File: config.mk
export PLATFORM = sky130hd
export DESIGN_NAME = axis_oversample_n_flat
export DESIGN_NICKNAME = d
export VERILOG_FILES = /design/src/rtl/axis_oversample_n_if.sv /design/src/rtl/axis_oversample_n.sv /design/src/flat_wrapper.sv
export SDC_FILE = /design/constraint.sdc
export NUM_CORES = 1
export LEC_CHECK = 0
export ABC_AREA = 1
export BUFFER_PORTS_ARGS = -buffer_cell sky130_fd_sc_hd__buf_2
export CORE_UTILIZATION = 55
export CTS_CLUSTER_DIAMETER = 50
export CTS_CLUSTER_SIZE = 16
export DETAILED_ROUTE_END_ITERATION = 6
export HOLD_SLACK_MARGIN = 0.03
export PLACE_DENSITY_LB_ADDON = 0.12
export SLEW_MARGIN = 20
export SYNTH_ARGS = -nofsm -noshare
export SYNTH_HDL_FRONTEND = slang
export SYNTH_SLANG_ARGS = --single-unit
File: constraint.sdc
create_clock -name i_clk -period 3.6 [get_ports i_clk]
set_clock_uncertainty 0.05 [all_clocks]
set_input_delay 0.9 -clock i_clk [delete_from_list [all_inputs] [get_ports i_clk]]
set_output_delay 0.9 -clock i_clk [all_outputs]
set_load 0.05 [all_outputs]
File: src/rtl/axis_oversample_n_if.sv
// AXI-Stream style beat bus shared by the input and output sides of the
// oversampler.
//
// Handshake: a beat moves on a rising clock edge where tvalid and tready are
// both high. Once the sender raises tvalid, it holds tvalid, tdata and tlast
// steady until that edge. tready may change at any time and never depends on
// a future tvalid.
interface axis_oversample_n_if #(
  parameter int DATA_WIDTH = 1
);
  logic [DATA_WIDTH-1:0] tdata;
  logic                  tvalid;
  logic                  tready;
  logic                  tlast;

  modport master (output tdata, output tvalid, output tlast, input tready);
  modport slave  (input tdata, input tvalid, input tlast, output tready);
endinterface

File: src/rtl/axis_oversample_n.sv
// Stream oversampler: each accepted input beat is replayed F times on the
// output. F is the runtime factor, clamped to 1..MAX_FACTOR and latched with
// the beat. MODE 0 repeats the sample on every replica. MODE 1 sends the
// sample once and then F-1 all-zero beats (zero stuffing). tlast is placed
// only on the final replica of a beat that arrived with tlast set.
module axis_oversample_n #(
  parameter  int DATA_WIDTH = 1,
  parameter  int MAX_FACTOR = 8,
  parameter  int MODE       = 0,
  localparam int FW         = $clog2(MAX_FACTOR + 1)
) (
  input  logic                 i_clk,
  input  logic                 i_rst_n,
  input  logic [FW-1:0]        i_ovs_factor,
  axis_oversample_n_if.slave   s_axis,
  axis_oversample_n_if.master  m_axis,
  output logic                 o_dbg_busy
);

  typedef enum logic {S_IDLE = 1'b0, S_BUSY = 1'b1} state_t;

  localparam logic [FW-1:0] MAX_F = FW'(MAX_FACTOR);

  state_t                state_q, state_d;
  logic [FW-1:0]         cnt_q, cnt_d;
  logic [FW-1:0]         fac_q, fac_d;
  logic [DATA_WIDTH-1:0] data_q, data_d;
  logic                  last_q, last_d;

  logic [FW-1:0]         eff_factor;
  logic                  last_rep;
  logic                  accept;
  logic                  out_hs;

  // Clamp the requested factor into the legal 1..MAX_FACTOR range.
  always_comb begin
    eff_factor = i_ovs_factor;
    if (i_ovs_factor == '0) begin
      eff_factor = FW'(1);
    end else if (i_ovs_factor > MAX_F) begin
      eff_factor = MAX_F;
    end
  end

  // Output side and input ready. A new beat may enter while the last replica
  // is being taken, so the stream runs without a bubble. Reset forces
  // tready low even though the state already reads IDLE.
  always_comb begin
    last_rep      = (cnt_q == (fac_q - FW'(1)));
    m_axis.tvalid = (state_q == S_BUSY);
    m_axis.tlast  = (state_q == S_BUSY) && last_q && last_rep;
    if ((MODE == 1) && (cnt_q != '0)) begin
      m_axis.tdata = '0;
    end else begin
      m_axis.tdata = data_q;
    end
    s_axis.tready = i_rst_n &&
                    ((state_q == S_IDLE) || (last_rep && m_axis.tready));
    accept        = s_axis.tvalid && s_axis.tready;
    out_hs        = m_axis.tvalid && m_axis.tready;
    o_dbg_busy    = (state_q == S_BUSY);
  end

  // Next state: a new acceptance always wins because it can only happen in
  // IDLE or on the final-replica handshake.
  always_comb begin
    state_d = state_q;
    cnt_d   = cnt_q;
    fac_d   = fac_q;
    data_d  = data_q;
    last_d  = last_q;
    if (accept) begin
      state_d = S_BUSY;
      cnt_d   = '0;
      fac_d   = eff_factor;
      data_d  = s_axis.tdata;
      last_d  = s_axis.tlast;
    end else if (out_hs) begin
      if (last_rep) begin
        state_d = S_IDLE;
        cnt_d   = '0;
      end else begin
        cnt_d   = cnt_q + FW'(1);
      end
    end
  end

  // State and holding registers; reset discards any beat in flight.
  always_ff @(posedge i_clk or negedge i_rst_n) begin
    if (!i_rst_n) begin
      state_q <= S_IDLE;
      cnt_q   <= '0;
      fac_q   <= '0;
      data_q  <= '0;
      last_q  <= 1'b0;
    end else begin
      state_q <= state_d;
      cnt_q   <= cnt_d;
      fac_q   <= fac_d;
      data_q  <= data_d;
      last_q  <= last_d;
    end
  end

endmodule

File: src/flat_wrapper.sv
// flat-port wrapper written by rule: the top's interface ports become plain ports
module axis_oversample_n_flat 
#(
  parameter  int DATA_WIDTH = 1,
  parameter  int MAX_FACTOR = 8,
  parameter  int MODE       = 0,
  localparam int FW         = $clog2(MAX_FACTOR + 1)
)
  (i_clk, i_rst_n, i_ovs_factor, o_dbg_busy, s_axis_tdata, s_axis_tvalid, s_axis_tlast, s_axis_tready, m_axis_tdata, m_axis_tvalid, m_axis_tlast, m_axis_tready);
  axis_oversample_n_if #(.DATA_WIDTH(DATA_WIDTH)) s_axis_i ();
  axis_oversample_n_if #(.DATA_WIDTH(DATA_WIDTH)) m_axis_i ();
  input  logic i_clk;
  input  logic i_rst_n;
  input  logic [FW-1:0] i_ovs_factor;
  output logic o_dbg_busy;
  input wire logic [$bits(s_axis_i.tdata)-1:0] s_axis_tdata;
  input wire logic [$bits(s_axis_i.tvalid)-1:0] s_axis_tvalid;
  input wire logic [$bits(s_axis_i.tlast)-1:0] s_axis_tlast;
  output wire logic [$bits(s_axis_i.tready)-1:0] s_axis_tready;
  output wire logic [$bits(m_axis_i.tdata)-1:0] m_axis_tdata;
  output wire logic [$bits(m_axis_i.tvalid)-1:0] m_axis_tvalid;
  output wire logic [$bits(m_axis_i.tlast)-1:0] m_axis_tlast;
  input wire logic [$bits(m_axis_i.tready)-1:0] m_axis_tready;
  assign s_axis_i.tdata = s_axis_tdata;
  assign s_axis_i.tvalid = s_axis_tvalid;
  assign s_axis_i.tlast = s_axis_tlast;
  assign s_axis_tready = s_axis_i.tready;
  assign m_axis_tdata = m_axis_i.tdata;
  assign m_axis_tvalid = m_axis_i.tvalid;
  assign m_axis_tlast = m_axis_i.tlast;
  assign m_axis_i.tready = m_axis_tready;
  axis_oversample_n #(.DATA_WIDTH(DATA_WIDTH), .MAX_FACTOR(MAX_FACTOR), .MODE(MODE)) u_core (.i_clk(i_clk), .i_rst_n(i_rst_n), .i_ovs_factor(i_ovs_factor), .s_axis(s_axis_i), .m_axis(m_axis_i), .o_dbg_busy(o_dbg_busy));
endmodule
==> impl_metrics.py, run 1 <==
metrics = {
    "logic_synthesis": {
        "synth_area_um2": 737,
        "synth_fa_ha_area_share_pct": 3.40,
        "synthMuxAreaShare_pct": 0,
        "yosysSeqAreaShare_pct": 37.4,
        "synth_compound_area_share_pct": 3.74,
        "synthCells": 103,
        "synth_top_family_by_area": "simple AND/OR/NAND/NOR gates",
        "synth.avg_cell_area_um2": 7.15,
        "yosys_register_bits": 11,
        "synth.distinct_cells": 20,
        "syn_nets": 115,
        "synth_warnings": 0,
        "synth-simple-area-share_pct": 40.9,
        "synthXorXnorAreaFrac_pct": 2.38,
    },
    "cts": {
        "numCtsBuffers": 3,
        "cts_sinks": 11,
        "post-cts-setup-buffers": 0,
        "cts_root_buf": "clkbuf_4",
        "clk_pin_slew_ns": 0.07,
        "clk_latency_ns": 0.26,
        "cts-htree-levels": 1,
        "cts_buffer_depth": 2,
        "cts-resized-gates": 0,
        "holdBufCountCts": 0,
        "cts_tree": "yes",
    },
    "critical_path": {
        "crit_path_frequent_cell": "nand2_1",
        "path_max_fanout": 4,
        "cp_top_family": "flip-flops",
        "required_ns": 2.65,
        "slowest_delay_ns": 0.41,
        "slowest_stage": "dfrtp_1",
        "end_kind": "output port",
        "crit_chain": "inv_2 > ha_1 > inv_1 > nand2_1 > nand2_1 > nor2_4 > nand4_4 > a21boi_0 > buf_2",
        "crit_arrival_ns": 1.94,
        "path_buf_inv": 3,
        "start_kind": "flop",
        "worstSetupPathType": "reg -> out",
    },
    "grt": {
        "grt_pass1_vias": 552,
        "grt_max_degree": 20,
        "grt_usage_pct": 21.4,
        "grt_antenna_before_repair": 0,
        "grt_pass1_wl_um": 2140,
        "grt-ovfl-total": 0,
    },
    "sta": {
        "maxSlewHeadroom_pct": 75.6,
        "worst_slack_ns": 0.705,
        "period_needed_ns": 2.89,
        "hold_ws_ns": 0.421,
        "hold_viol_final": 0,
        "min_period_over_period_pct": 80.4,
        "fmax_ghz": 0.345,
        "setup_viol": 0,
        "rsz0062_at_grt": "false",
        "tns_ns": 0,
        "slew_viol_final": 0,
        "worst_pin_slew_ns": 0.366,
    },
    "job": {
        "maxCapViolCount": 0,
    },
    "power_and_ir_drop": {
        "finalPower_uw": 727,
        "ir_drop_mv": 0.527,
        "powerDensity_nw_per_um2": 877,
        "leakage_nw": 0.494,
    },
    "cells_and_area": {
        "fillers": 108,
        "drive_gt1_share_pct": 20.3,
        "antenna_cells": 0,
        "final_net_count": 131,
        "design_area_um2": 828,
        "syn_to_final_growth_pct": 12.4,
        "final_util_pct": 70.7,
        "fin_cells": 132,
    },
    "route": {
        "drt-initial-drc-count": 12,
        "routed_wl_um": 1290,
        "vias": 653,
        "via_per_inst": 4.95,
        "first_pass_iters": 4,
        "wire_per_inst_um": 9.76,
        "drc": 0,
        "ant_nets": 0,
    },
    "placement": {
        "dp_hpwl_um": 999,
        "pre_cts_slack_ns": 0.901,
        "io_buffers": 14,
        "dp_cells": 128,
        "gp_congestion": 0.690,
        "place_area_um2": 802,
    },
    "outcome": {
        "status": "completed",
    },
    "floorplanning": {
        "io_pins": 15,
        "initial_core_util_pct": 62.9,
        "die_w_um": 38.6,
        "core_um2": 1170,
        "dieArea_um2": 1490,
        "num_rows": 12,
        "dieHeight_um": 38.6,
    },
    "hold_path": {
        "min_path_type": "reg -> reg",
    },
}
## final cells by class
| cell class | instances | area [um^2] | share of cell area [%] |
|---|---|---|---|
| repair buffers | 14 | 70.1 | 8.46 |
| inverters | 18 | 67.6 | 8.16 |
| multi-input cells | 71 | 372 | 44.9 |
| well taps | 14 | 17.5 | 2.11 |
| flip-flops and latches | 11 | 275 | 33.2 |
| clock buffers | 4 | 26.3 | 3.17 |
## worst register-to-register path, stage by stage, from the launching register on
cell and delay, ns:
dfrtp_1 0.41, inv_2 0.07, ha_1 0.29, inv_1 0.04, nand2_1 0.05, nand2_1 0.08
nor2_4 0.12, nand4_4 0.14, nand2_4 0.12, nand3_2 0.21, nand2_1 0.12, nand2_1 0.06
## cell usage after synthesis, drive strengths merged
| library cell | instances | area [um^2] |
|---|---|---|
| buf | 2 | 18.8 |
| inv | 18 | 67.6 |
| clkbuf | 1 | 3.75 |
| nand2 | 38 | 155 |
| xor2 | 2 | 17.5 |
| a21oi | 1 | 5.00 |
| dfrtp | 11 | 275 |
| nand3 | 7 | 40.0 |
| nor2 | 9 | 41.3 |
| nand4 | 8 | 65.1 |
| a21boi | 1 | 7.51 |
| ha | 2 | 25.0 |
| o21ai | 3 | 15.0 |
## final timing paths
path                            slack, ns  cells after the start                   to             from
worst max-delay path                 0.71                      9        s_axis_tready  u_core.fac_q[0]
worst min register to register       0.42                      2        u_core.last_q    u_core.last_q
max in group asynchronous            2.74                      1      u_core.cnt_q[0]          i_rst_n
min in group asynchronous            0.49                      1      u_core.fac_q[0]          i_rst_n
worst max register to register       1.73                     11  u_core.m_axis.tdata  u_core.fac_q[0]
worst min-delay path                 0.42                      2        u_core.last_q    u_core.last_q
## registers in the layout (all words and copies together), names as in the netlist
name / flops
u_core.cnt_q: 4
u_core.fac_q: 4
u_core.last_q: 1
u_core.m_axis.tdata: 1
u_core.m_axis.tvalid: 1
## power by group
group	leakage (nW)	switching [mW]	internal [mW]
Clock	0.0150	0.0384	0.0428
Combinational	0.340	0.277	0.134
Sequential	0.139	0.0571	0.178
Total	0.494	0.372	0.355
## cells by family (layout without fill, tap and decap cells)
family          after synthesis  after routing
compound gates                5              5
fa+ha+maj                     2              2
simple gates                 62             62
xor+xnor                      2              2
flops                        11             11
buf+inv                      21             36
## per-layer routing
metal	up-vias	wire length [um]	track usage (%)
met2	10	597	33.8
met5	-	0	0
met1	285	657	28.4
met3	2	20	1.73
met4	0	12	12.9
li1	356	-	-
## cells in the final DEF (no fill, tap or decap), types with 3 or more instances in the layout
cell,count
buf_2,14
clkbuf_4,3
dfrtp_1,11
inv_1,17
nand2_1,35
nand3_1,6
nand4_1,7
nor2_1,8
o21ai_0,3
(Power assumes the default switching activity.)
==> inputs of run 2 (changes only) <==
Settings changed: CORE_UTILIZATION 55 to 47.
Clock period 3.6 ns to 2.4 ns, I/O delays scaled along.
==> run 2 against run 1 <==
  * Worst setup slack lost 0.70 ns
  * Sequential share of layout area shrank 2.9 points
  * Hold slack lost 0.19 ns
  * Critical path type unchanged
  * Largest cell class unchanged
  * Highest routed layer unchanged
==> impl_metrics.py, run 2 (synthesis gave the netlist of run 1 again) <==
metrics = {
    "floorplanning": {
        "num_rows": 13,
        "io_pins": 15,
        "die_w_um": 41.6,
        "dieArea_um2": 1730,
        "core_um2": 1380,
        "initial_core_util_pct": 53.3,
        "dieHeight_um": 41.6,
    },
    "grt": {
        "grt-ovfl-total": 0,
        "grt_pass1_wl_um": 2620,
        "grt_usage_pct": 19.4,
        "grt_pass1_vias": 598,
        "grt_antenna_before_repair": 0,
        "grt_max_degree": 19,
    },
    "cells_and_area": {
        "antenna_cells": 0,
        "drive_gt1_share_pct": 30.1,
        "syn_to_final_growth_pct": 23.3,
        "final_cell_mix": "33 x nand2_1, 15 x inv_1, 12 x buf_2, 11 x dfrtp_1",
        "layout_commonest_cell": "nand2_1",
        "largestRegisters": "u_core.cnt_q (4), u_core.fac_q (4)",
        "fillers": 121,
        "final_util_pct": 65.7,
        "final_net_count": 136,
        "fin_cells": 138,
    },
    "sta": {
        "hold_viol_final": 0,
        "tns_ns": 0,
        "worst_pin_slew_ns": 0.290,
        "min_period_over_period_pct": 99.8,
        "maxSlewHeadroom_pct": 80.6,
        "setup_viol": 0,
        "hold_ws_ns": 0.234,
        "slew_viol_final": 0,
        "rsz0062_at_grt": "true",
        "fmax_ghz": 0.418,
        "period_needed_ns": 2.39,
    },
    "critical_path": {
        "path_max_fanout": 3,
        "slowest_delay_ns": 0.38,
        "crit_arrival_ns": 1.74,
        "worstSetupPathType": "reg -> out",
        "cp_top_family": "simple AND/OR/NAND/NOR gates",
        "end_kind": "output port",
        "path_buf_inv": 3,
        "start_kind": "flop",
        "slowest_stage": "dfrtp_1",
        "required_ns": 1.75,
        "crit_chain": "inv_2 > ha_4 > inv_2 > nand2_2 > nand2_2 > nor2_4 > nand4_4 > a21boi_2 > buf_6",
    },
    "power_and_ir_drop": {
        "leakage_nw": 0.522,
        "powerDensity_nw_per_um2": 1350,
        "finalPower_mw": 1.23,
        "ir_drop_mv": 0.600,
    },
    "placement": {
        "gp_congestion": 0.800,
        "dp_cells": 130,
        "dp_hpwl_um": 1100,
        "io_buffers": 14,
    },
    "job": {
        "maxCapViolCount": 0,
    },
    "cts": {
        "clk_pin_slew_ns": 0.07,
        "cts_tree": "yes",
        "cts_sinks": 11,
        "holdBufCountCts": 0,
        "cts-htree-levels": 1,
        "numCtsBuffers": 3,
        "clk_latency_ns": 0.26,
        "cts_buffer_depth": 2,
        "cts_root_buf": "clkbuf_4",
    },
    "outcome": {
        "status": "completed",
    },
    "route": {
        "routed_wl_um": 1550,
        "wire_per_inst_um": 11.3,
        "drc": 0,
        "drt-initial-drc-count": 6,
        "first_pass_iters": 4,
        "via_per_inst": 5.04,
        "vias": 695,
        "ant_nets": 0,
    },
    "hold_path": {
        "min_path_type": "in -> async",
    },
}
## run 2: cell count changes in the layout (fill, tap and decap cells not counted), sizes merged
cell  delta
buf      +5
## run 2: path summary, 6_finish.rpt
path	startpoint	slack [ns]	end	cells after the start
worst max register to register	u_core.fac_q[0]	0.56	u_core.fac_q[0]	11
worst max-delay path	u_core.fac_q[0]	0.006	s_axis_tready	9
max in group asynchronous	i_rst_n	1.89	u_core.last_q	2
min in group i_clk	u_core.m_axis.tdata	0.42	u_core.m_axis.tdata	2
worst min-delay path	i_rst_n	0.23	u_core.m_axis.tvalid	2
worst min register to register	u_core.m_axis.tdata	0.42	u_core.m_axis.tdata	2
## run 2: power by group
part / leakage, nW / total (mW) / switching [mW] / internal [mW]
Clock: 0.0150 / 0.124 / 0.0602 / 0.0642
Sequential: 0.139 / 0.354 / 0.0869 / 0.267
Combinational: 0.368 / 0.747 / 0.480 / 0.267
## run 2: routing by layer
metal / routed length, um / share of wire [%] / up-vias / GRT usage (%)
met5: 0 / 0 / - / 0
met4: 12 / 0.77 / 0 / 7.74
met3: 38 / 2.4 / 2 / 2.61
met2: 732 / 47 / 12 / 29.7
met1: 769 / 49 / 321 / 27.8
li1: - / - / 360 / -
## run 2: area by class of cell
cell class,instances,area (um^2),share of cell area [%]
sequential,11,275,30.3
inverter,18,67.6,7.44
clock buffer,4,26.3,2.89
timing repair buffer,19,120,13.2
tap,15,18.8,2.07
multi-input combinational,71,400,44.1
## run 2: per-stage QoR
step / cell area (um^2) / setup WS, ns
3_5_place_dp: 817 / 0.160
2_1_floorplan: 743 / 0.137
5_1_grt: 908 / -0.0804
3_3_place_gp: 817 / 0.210
4_1_cts: 873 / 0.000883
6_report: 908 / 0.00581
## run 2: timing repair
action,4_1_cts,5_1_grt
buffers inserted,2,2
pin swaps,0,6
gates resized for setup,5,5
endpoints found under the setup margin,2,2
==> inputs of run 3 (changes only) <==
Settings changed: CTS_BUF_LIST from default to sky130_fd_sc_hd__clkbuf_16, REMOVE_ABC_BUFFERS from default to 1, SLEW_MARGIN 20 to 15.
==> run 3 against run 2 <==
  * Utilization up 3.0 points
  * Sequential power barely moved
  * Maximum frequency grew 1.2%
  * First-iteration DRC count up 50%
==> impl_metrics.py, run 3 (synthesis gave the netlist of run 1 again) <==
metrics = {
    "grt": {
        "grt_antenna_before_repair": 0,
        "grt_max_degree": 19,
        "grt_pass1_wl_um": 2900,
        "grt_usage_pct": 22.1,
        "grt_pass1_vias": 679,
        "grt-ovfl-total": 0,
    },
    "sta": {
        "setup_viol": 0,
        "maxSlewHeadroom_pct": 81.6,
        "slew_viol_final": 0,
        "hold_viol_final": 0,
        "tns_ns": 0,
        "period_needed_ns": 2.37,
        "min_period_over_period_pct": 98.6,
        "worst_pin_slew_ns": 0.276,
        "fmax_ghz": 0.423,
        "rsz0062_at_grt": "true",
    },
    "cells_and_area": {
        "syn_to_final_growth_pct": 28.9,
        "drive_gt1_share_pct": 27.9,
        "layout_commonest_cell": "nand2_1",
        "final_net_count": 135,
        "largestRegisters": "u_core.cnt_q (4), u_core.fac_q (4)",
        "final_cell_mix": "35 x nand2_1, 16 x inv_1, 12 x buf_2, 11 x dfrtp_1",
        "antenna_cells": 0,
        "design_area_um2": 950,
    },
    "route": {
        "wl_met3_um": 54,
        "wire_per_inst_um": 12.3,
        "dr.max_layer_used": "met4",
        "first_pass_iters": 4,
        "drt-initial-drc-count": 9,
        "met1_length_um": 785,
        "via_per_inst": 5.12,
        "wl_met2_um": 827,
        "drc": 0,
        "ant_nets": 0,
        "routed_wl_um": 1680,
        "vias": 702,
    },
    "critical_path": {
        "required_ns": 1.75,
        "crit-reg2reg-launch": "u_core.fac_q[1]",
        "start_kind": "flop",
        "worstSetupStartpoint": "u_core.fac_q[1]",
        "end_kind": "output port",
        "path_max_fanout": 4,
        "reg2reg_depth": 12,
        "worstSetupPathType": "reg -> out",
        "crit_arrival_ns": 1.72,
    },
    "floorplanning": {
        "die_w_um": 41.6,
        "initial_core_util_pct": 53.3,
        "io_pins": 15,
        "dieArea_um2": 1730,
        "core_um2": 1380,
        "dieHeight_um": 41.6,
        "num_rows": 13,
    },
    "cts": {
        "cts-htree-levels": 1,
        "holdBufCountCts": 0,
        "cts_tree": "yes",
        "cts_sinks": 11,
        "cts_buffer_depth": 2,
        "clk_latency_ns": 0.24,
        "clk_pin_slew_ns": 0.04,
        "cts_root_buf": "clkbuf_16",
        "numCtsBuffers": 3,
    },
    "placement": {
        "place_area_um2": 811,
        "gp_congestion": 0.782,
        "dp_hpwl_um": 1110,
        "io_buffers": 14,
    },
    "job": {
        "maxCapViolCount": 0,
    },
    "outcome": {
        "status": "completed",
    },
    "power_and_ir_drop": {
        "powerDensity_nw_per_um2": 1470,
        "leakage_nw": 0.544,
        "ir_drop_mv": 0.729,
    },
    "hold_path": {
        "min_path_type": "in -> async",
    },
}
[run 3: cell count changes in the layout (fill, tap and decap cells not counted), sizes merged]
cell	delta
clkinv	+1
buf	-1
clkbuf	-1
[run 3: final timing paths]
kind                                        to  slack, ns
setup / recovery                  m_axis_tlast       0.03
hold / removal                 u_core.cnt_q[0]       0.27
setup reg to reg               u_core.fac_q[0]       0.42
hold reg to reg            u_core.m_axis.tdata       0.41
max in group asynchronous      u_core.cnt_q[3]       1.84
min in group i_clk         u_core.m_axis.tdata       0.41
[run 3: cell type report]
| type | count | area [um^2] |
|---|---|---|
| Clock buffer | 3 | 75.1 |
| Clock inverter | 1 | 5.00 |
| Fill cell | 116 | 433 |
| Inverter | 18 | 67.6 |
| Multi-Input combinational cell | 71 | 395 |
| Sequential cell | 11 | 275 |
| Tap cell | 15 | 18.8 |
| Timing Repair Buffer | 18 | 113 |
[run 3: what timing repair did]
item | 4_1_cts | 5_1_grt
endpoints found under the hold margin | 0 | 0
pin swaps | 3 | 2
resized for setup | 6 | 4
endpoints found under the setup margin | 2 | 2
buffers inserted | 3 | 0
[run 3: stage by stage]
step	setup WS [ns]	instances	total power [mW]	hold WS, ns	utilization (%)
after global routing	-0.0279	137	1.51	0.293	68.7
after CTS	0.00509	137	1.38	0.289	67.7
after floorplan	-0.491	100	0.850	0.254	-
after detailed placement	0.112	130	0.987	0.404	58.6
final	0.0335	137	1.40	0.273	68.7
after global placement	0.204	130	0.965	0.400	58.6
[run 3: worst max-delay path, stage by stage (launching register included)]
cell and delay, ns:
dfrtp_1 0.37, inv_2 0.06, ha_4 0.27, inv_1 0.04, nand2_1 0.07, nand2_1 0.09
nor2_4 0.13, nand3_2 0.15, nor2_2 0.13, buf_6 0.16
[run 3: metal layers]
metal | track usage (%) | up-vias
li1 | - | 359
met1 | 28.0 | 326
met2 | 35.6 | 13
met3 | 5.22 | 4
met4 | 9.68 | 0
met5 | 0 | -
[run 3: power by group]
group / internal, mW / switching [mW] / total (mW)
logic: 0.253 / 0.481 / 0.734
registers: 0.268 / 0.0867 / 0.355
clock network: 0.221 / 0.0866 / 0.308
total: 0.742 / 0.654 / 1.40
